$ cat config.mk
export PLATFORM = sky130hd
export DESIGN_NAME = uart_tx_drain_flat
export DESIGN_NICKNAME = d
export VERILOG_FILES = /design/src/rtl/uart_tx_drain_pkg.sv /design/src/rtl/uart_tx_drain_if.sv /design/src/rtl/uart_tx_drain_baud.sv /design/src/rtl/uart_tx_drain.sv /design/src/flat_wrapper.sv
export SDC_FILE = /design/constraint.sdc
export NUM_CORES = 1
export LEC_CHECK = 0
export ABC_AREA = 1
export BUFFER_PORTS_ARGS = -buffer_cell sky130_fd_sc_hd__buf_4
export CAP_MARGIN = 20
export CORE_MARGIN = 3
export CORE_UTILIZATION = 45
export DETAILED_ROUTE_END_ITERATION = 10
export GPL_TIMING_DRIVEN = 0
export PLACE_DENSITY = 0.79
export SLEW_MARGIN = 20
export SYNTH_ARGS = -nofsm -noshare
export SYNTH_HDL_FRONTEND = slang
export SYNTH_SLANG_ARGS = --single-unit
$ cat constraint.sdc
create_clock -name clk -period 1.3 [get_ports clk]
set_input_delay 0 -clock clk [delete_from_list [all_inputs] [get_ports clk]]
set_output_delay 0 -clock clk [all_outputs]
set_load 0.02 [all_outputs]
$ cat src/rtl/uart_tx_drain_pkg.sv
// Shared definitions for the FIFO-draining UART transmitter.
// Holds the 3-bit FSM state encoding, the frame length and the default byte width.
// Imported by the interface, the bit-rate generator and the top level.
package uart_pkg;

    localparam logic [2:0] ENC_IDLE  = 3'd0;
    localparam logic [2:0] ENC_FETCH = 3'd1;
    localparam logic [2:0] ENC_LOAD  = 3'd2;
    localparam logic [2:0] ENC_START = 3'd3;
    localparam logic [2:0] ENC_DATA  = 3'd4;
    localparam logic [2:0] ENC_STOP  = 3'd5;

    // Start bit + 8 data bits + stop bit.
    localparam int FRAME_BITS = 10;
    localparam int DEF_DATA_W = 8;

    typedef enum logic [2:0] {
        ST_IDLE  = ENC_IDLE,
        ST_FETCH = ENC_FETCH,
        ST_LOAD  = ENC_LOAD,
        ST_START = ENC_START,
        ST_DATA  = ENC_DATA,
        ST_STOP  = ENC_STOP
    } state_t;

endpackage

$ cat src/rtl/uart_tx_drain_if.sv
// Read port of a synchronous FIFO as seen by the byte consumer.
// Data appears on fifo_data the cycle after fifo_rd_en is high.
// master = consumer issuing reads, slave = FIFO answering them.
interface uart_tx_drain_if import uart_pkg::*; #(
    parameter int DATA_W = DEF_DATA_W
);
    logic              fifo_empty;
    logic [DATA_W-1:0] fifo_data;
    logic              fifo_rd_en;

    modport master (input fifo_empty, input fifo_data, output fifo_rd_en);
    modport slave  (output fifo_empty, output fifo_data, input fifo_rd_en);
endinterface

$ cat src/rtl/uart_tx_drain_baud.sv
// Bit-period timer: counts 0..CLKS_PER_BIT-1 and flags the last cycle of each bit.
// Latency: tick is decoded from the count register, high in the final cycle of a period.
// No backpressure; a synchronous clear holds the count at zero.
module baud_tick_gen #(
    parameter int CLKS_PER_BIT = 16
) (
    input  logic clk,
    input  logic rst_n,
    input  logic clr_i,
    output logic tick_o
);
    localparam int CW = (CLKS_PER_BIT > 1) ? $clog2(CLKS_PER_BIT) : 1;
    localparam logic [CW-1:0] LAST = CW'(CLKS_PER_BIT - 1);

    logic [CW-1:0] cnt_q;
    logic [CW-1:0] cnt_d;

    assign tick_o = (cnt_q == LAST);

    // Next count: wrap at the end of a bit period, hold at zero while cleared.
    always_comb begin
        cnt_d = cnt_q + CW'(1);
        if (clr_i || tick_o) begin
            cnt_d = '0;
        end
    end

    // Count register.
    always_ff @(posedge clk or negedge rst_n) begin
        if (!rst_n) begin
            cnt_q <= '0;
        end else begin
            cnt_q <= cnt_d;
        end
    end
endmodule

$ cat src/rtl/uart_tx_drain.sv
// Pops bytes from a sync FIFO whenever it is non-empty and sends each as 8N1, LSB first.
// Latency: !empty sampled at edge N -> rd_en high N..N+1, tx falls at N+2; frame = 10 bit periods.
// Backpressure: reads only after seeing !empty; a started frame always completes regardless of enable.
module uart_tx_drain import uart_pkg::*; #(
    parameter int CLKS_PER_BIT = 16,
    parameter int DATA_W       = DEF_DATA_W
) (
    input  logic            clk,
    input  logic            rst_n,
    input  logic            enable,
    uart_tx_drain_if.master fifo,
    output logic            tx,
    output logic            busy,
    output logic            byte_done
);
    localparam int BW = (DATA_W > 1) ? $clog2(DATA_W) : 1;
    localparam logic [BW-1:0] LAST_BIT = BW'(DATA_W - 1);

    state_t            state_q;
    logic [DATA_W-1:0] shift_q;
    logic [BW-1:0]     bit_cnt_q;
    logic              tx_q;
    logic              tick;
    logic              baud_clr;

    // The timer only runs in the timed states; every entry into a timed state
    // comes either from an untimed state (count held at 0) or on a tick (count wraps to 0).
    assign baud_clr = !((state_q == ST_START) || (state_q == ST_DATA) || (state_q == ST_STOP));

    baud_tick_gen #(
        .CLKS_PER_BIT (CLKS_PER_BIT)
    ) u_baud (
        .clk    (clk),
        .rst_n  (rst_n),
        .clr_i  (baud_clr),
        .tick_o (tick)
    );

    assign fifo.fifo_rd_en = (state_q == ST_FETCH);
    assign busy            = (state_q != ST_IDLE);
    assign byte_done       = (state_q == ST_STOP) && tick;
    assign tx              = tx_q;

    // Frame sequencer: state, bit counter, shift register and registered line level.
    always_ff @(posedge clk or negedge rst_n) begin
        if (!rst_n) begin
            state_q   <= ST_IDLE;
            shift_q   <= '0;
            bit_cnt_q <= '0;
            tx_q      <= 1'b1;
        end else begin
            case (state_q)
                ST_IDLE: begin
                    if (enable && !fifo.fifo_empty) begin
                        state_q <= ST_FETCH;
                    end
                end
                ST_FETCH: begin
                    state_q <= ST_LOAD;
                end
                ST_LOAD: begin
                    // FIFO output is valid now, one cycle after the read strobe.
                    shift_q <= fifo.fifo_data;
                    tx_q    <= 1'b0;
                    state_q <= ST_START;
                end
                ST_START: begin
                    if (tick) begin
                        tx_q      <= shift_q[0];
                        bit_cnt_q <= '0;
                        state_q   <= ST_DATA;
                    end
                end
                ST_DATA: begin
                    if (tick) begin
                        shift_q <= shift_q >> 1;
                        if (bit_cnt_q == LAST_BIT) begin
                            tx_q    <= 1'b1;
                            state_q <= ST_STOP;
                        end else begin
                            // Next bit to present is the one just above the current LSB.
                            tx_q      <= shift_q[1];
                            bit_cnt_q <= bit_cnt_q + BW'(1);
                        end
                    end
                end
                ST_STOP: begin
                    if (tick) begin
                        if (enable && !fifo.fifo_empty) begin
                            state_q <= ST_FETCH;
                        end else begin
                            state_q <= ST_IDLE;
                        end
                    end
                end
                default: begin
                    tx_q    <= 1'b1;
                    state_q <= ST_IDLE;
                end
            endcase
        end
    end
endmodule

$ cat src/flat_wrapper.sv
// flat-port wrapper written by rule: the top's interface ports become plain ports
module uart_tx_drain_flat import uart_pkg::*;
#(
    parameter int CLKS_PER_BIT = 16,
    parameter int DATA_W       = DEF_DATA_W
)
  (clk, rst_n, enable, tx, busy, byte_done, fifo_fifo_empty, fifo_fifo_data, fifo_fifo_rd_en);
  uart_tx_drain_if #(.DATA_W(DATA_W)) fifo_i ();
  input  logic clk;
  input  logic rst_n;
  input  logic enable;
  output logic tx;
  output logic busy;
  output logic byte_done;
  input wire logic [$bits(fifo_i.fifo_empty)-1:0] fifo_fifo_empty;
  input wire logic [$bits(fifo_i.fifo_data)-1:0] fifo_fifo_data;
  output wire logic [$bits(fifo_i.fifo_rd_en)-1:0] fifo_fifo_rd_en;
  assign fifo_i.fifo_empty = fifo_fifo_empty;
  assign fifo_i.fifo_data = fifo_fifo_data;
  assign fifo_fifo_rd_en = fifo_i.fifo_rd_en;
  uart_tx_drain #(.CLKS_PER_BIT(CLKS_PER_BIT), .DATA_W(DATA_W)) u_core (.clk(clk), .rst_n(rst_n), .enable(enable), .fifo(fifo_i), .tx(tx), .busy(busy), .byte_done(byte_done));
endmodule
==> metrics.log <==
INFO  metric endpoint_kind_of_the_worst_setup_timing_path = flip-flop
INFO  metric drt_pre_antenna_iters = 4
INFO  metric total_number_of_nets_in_the_final_design = 183
INFO  metric final_antenna_net_count = 0
INFO  metric drv_cap = 0
INFO  metric finalWorstSetupSlack = -0.0277 ns
INFO  metric die-width = 54.2 µm
INFO  metric netlist_area = 1050 µm²
INFO  metric cts-buffers-inserted = 3
INFO  metric drive_above_1_share = 30.5%
INFO  metric wl_per_cell = 12.0 µm
INFO  metric slew_violations = 0
INFO  metric gr-usage-all-layers = 17.0%
INFO  metric p_total = 961 µW
INFO  metric dieArea = 2940 µm²
INFO  metric timing_worst_setup_path_type = flip-flop to flip-flop
INFO  metric critical_path.startpoint_type = flip-flop
INFO  metric yosysSeqAreaShare = 45.6%
INFO  metric clkSinkCount = 19
INFO  metric clk_lat_worst_skew = 0.28 ns
INFO  metric failed_checks = setup timing
INFO  metric synthDominantAreaCellType = sky130_fd_sc_hd__dfrtp_1
INFO  metric worst_hold_slack = 0.0208 ns
INFO  metric synth_seq_cells = 19
INFO  metric path_max_fanout = 7
INFO  metric num_rows = 16
INFO  metric grt_first_pass_wirelength = 3.59 mm
INFO  metric ctsRootBufferMaster = sky130_fd_sc_hd__clkbuf_4
INFO  metric clk_transition_reported_paths = 0.10 ns
INFO  metric number_of_antenna_violations_at_the_first_check_in_global_routing = 0
INFO  metric fillers = 171
INFO  metric ys_top_cells_by_area = sky130_fd_sc_hd__dfrtp_1 (43%), sky130_fd_sc_hd__nand2_1 (12%), sky130_fd_sc_hd__o21ai_0 (8.6%)
INFO  metric cts-htree-levels = 1
INFO  metric synthDominantCellAreaShare = 43.1%
INFO  metric post_synth.cell_area_avg = 7.69 µm²
INFO  metric tightestPinTransition = 0.243 ns
INFO  metric setup_repair_after_global_routing_missed_its_margin = true
INFO  metric power.ir.vdd_worst = 0.000638 V
INFO  metric first_global_vias = 861
INFO  metric largest_net_degree_at_the_start_of_global_routing = 20
INFO  metric core-area = 2080 µm²
INFO  metric final_cell_count_no_fill = 194
INFO  metric finalWirelength = 2.33 mm
INFO  metric place.detailed.instances = 178
INFO  metric timing.final.crit_share = 102%
INFO  metric syn_nets = 151
INFO  metric worst_case_clock_buffer_depth = 2
INFO  metric viasPerCell = 5.23
INFO  metric start_util = 50.2%
INFO  metric layout_common_cells = sky130_fd_sc_hd__nand2_1 (32), sky130_fd_sc_hd__buf_4 (24), sky130_fd_sc_hd__inv_1 (18)
INFO  metric layout_commonest_cell = sky130_fd_sc_hd__nand2_1
INFO  metric worst_ep_arrival_time = 1.53 ns
INFO  metric time_the_final_worst_path_needs_with_i_o_delays_and_setup = 1.33 ns
INFO  metric syn2layout_area_growth = 34.1%
INFO  metric r2r_cells = 6
INFO  metric mapped_cells = 136
INFO  metric clock-skew-final = 0.00671 ns
INFO  metric setup-violations-final = 5
INFO  metric cts_tree = done
INFO  metric hold_depth = 5
INFO  metric timing.fmax = 0.753 GHz
INFO  metric timing.max_slew.rel_slack = 83.8%
INFO  metric routed-via-count = 1014
INFO  metric cp.required = 1.50 ns
INFO  metric synthesis.yosys.warnings = 0
INFO  metric hold_viol = 0
INFO  metric drt_drc_violations_left = 0
INFO  metric synth.lib_cells_used.distinct = 21
INFO  metric power.leakage = 0.000694 µW
INFO  metric outcome = finished, violations left
INFO  metric place_hpwl = 1.51 mm
INFO  metric portBuffers = 15
INFO  metric design.portCount = 16
INFO  metric die_height = 54.2 µm
INFO  metric worstHoldPathType = primary input to flip-flop
INFO  metric globalplace.congestion = 0.810
INFO  metric power-per-cell-area = 685 nW/µm²
INFO  metric globalRoute.totalOverflow = 0
INFO  metric number_of_antenna_repair_diodes = 0
INFO  metric first_iter_violations = 22
worst max-delay path, stage by stage, from the launching register on:
cell and delay, ns:
sky130_fd_sc_hd__dfrtp_2 0.49, sky130_fd_sc_hd__nor2_4 0.16, sky130_fd_sc_hd__nand2_4 0.10, sky130_fd_sc_hd__o21ai_4 0.18, sky130_fd_sc_hd__buf_4 0.17, sky130_fd_sc_hd__nand2_1 0.06
sky130_fd_sc_hd__o21ai_0 0.08
per-stage QoR:
step                setup slack [ns]  setup TNS [ns]  utilization [%]  area (µm²)
floorplan                     0.0497               0                -        1050
global placement              -0.114           -1.26             57.5        1200
detailed placement            -0.132           -1.73             57.5        1200
CTS                        -0.000688       -0.000688             63.8        1330
global route                 -0.0847           -1.11             67.4        1400
finish                       -0.0277         -0.0700             67.4        1400
logic make-up (layout without fill, tap and decap cells):
| kind of cell | after synthesis | after routing | share of synthesized area, % |
|---|---|---|---|
| fa+ha+maj | 3 | 3 | 3.59 |
| simple gates | 63 | 63 | 25.7 |
| buf+inv | 24 | 55 | 9.81 |
| compound gates | 26 | 26 | 14.5 |
| xor+xnor | 1 | 1 | 0.837 |
| flops | 19 | 19 | 45.6 |
flip-flops by register name, indices dropped and copies added, names as in the netlist:
signal               count
u_core.u_baud.cnt_q      4
u_core.state_q           3
u_core.shift_q           8
u_core.tx                1
u_core.bit_cnt_q         3
layout make-up:
type	instances	area [µm²]	share of cell area, %
Sequential cell	19	479	34.2
Tap cell	27	33.8	2.41
Timing Repair Buffer	27	215	15.3
Clock buffer	4	26.3	1.87
Multi-Input combinational cell	93	539	38.4
Inverter	21	78.8	5.62
Buffer	3	30.0	2.14
repair_timing:
action                                 in CTS  in global routing
setup endpoints to repair                  19                 21
gates resized for setup                    14                 14
pin swaps                                   3                  4
hold buffers                                2                  0
cloned                                      0                  1
endpoints found under the hold margin      20                  0
setup buffers                               6                  3
cell usage after synthesis:
cell type and count:
sky130_fd_sc_hd__dfstp_2 1, sky130_fd_sc_hd__nand3_1 15, sky130_fd_sc_hd__buf_6 1, sky130_fd_sc_hd__xor2_1 1, sky130_fd_sc_hd__ha_1 3, sky130_fd_sc_hd__nand2_2 1, sky130_fd_sc_hd__o211ai_1 1, sky130_fd_sc_hd__buf_2 1
sky130_fd_sc_hd__nor2_1 12, sky130_fd_sc_hd__a22oi_1 1, sky130_fd_sc_hd__o21bai_1 1, sky130_fd_sc_hd__nand3b_1 1, sky130_fd_sc_hd__dfrtp_1 18, sky130_fd_sc_hd__o21ai_0 18, sky130_fd_sc_hd__o21a_1 1, sky130_fd_sc_hd__nand2_1 33
sky130_fd_sc_hd__a21oi_1 3, sky130_fd_sc_hd__nor2_4 1, sky130_fd_sc_hd__inv_1 21, sky130_fd_sc_hd__buf_4 1, sky130_fd_sc_hd__o21ai_4 1
worst paths after layout:
path / start / endpoint / slack, ns
worst max register to register: u_core.state_q[0] / u_core.shift_q[2] / -0.03
worst min register to register: u_core.tx / u_core.tx / 0.48
max in group asynchronous: rst_n / u_core.tx / 0.93
worst min-delay path: fifo_fifo_data[0] / u_core.shift_q[0] / 0.02
min in group asynchronous: rst_n / u_core.shift_q[0] / 0.11
worst max-delay path: u_core.state_q[0] / u_core.shift_q[2] / -0.03
where the power goes:
| part | leakage (µW) | switching [µW] | internal (µW) |
|---|---|---|---|
| combinational | 0.000465 | 33.3 | 36.7 |
| sequential | 0.000214 | 4.22 | 604 |
| clock | 0.0000150 | 163 | 119 |
| total | 0.000694 | 201 | 760 |
routing by layer:
metal  vias up  part of all wire [%]  global-route usage [%]
met1       483                    43                    20.8
met2        32                    51                    28.7
met5         -                     0                       0
met4         0                  0.30                    7.47
met3         2                   5.0                    3.27
li1        497                     -                       -
No activity file was read; power rests on OpenSTA's default activity.
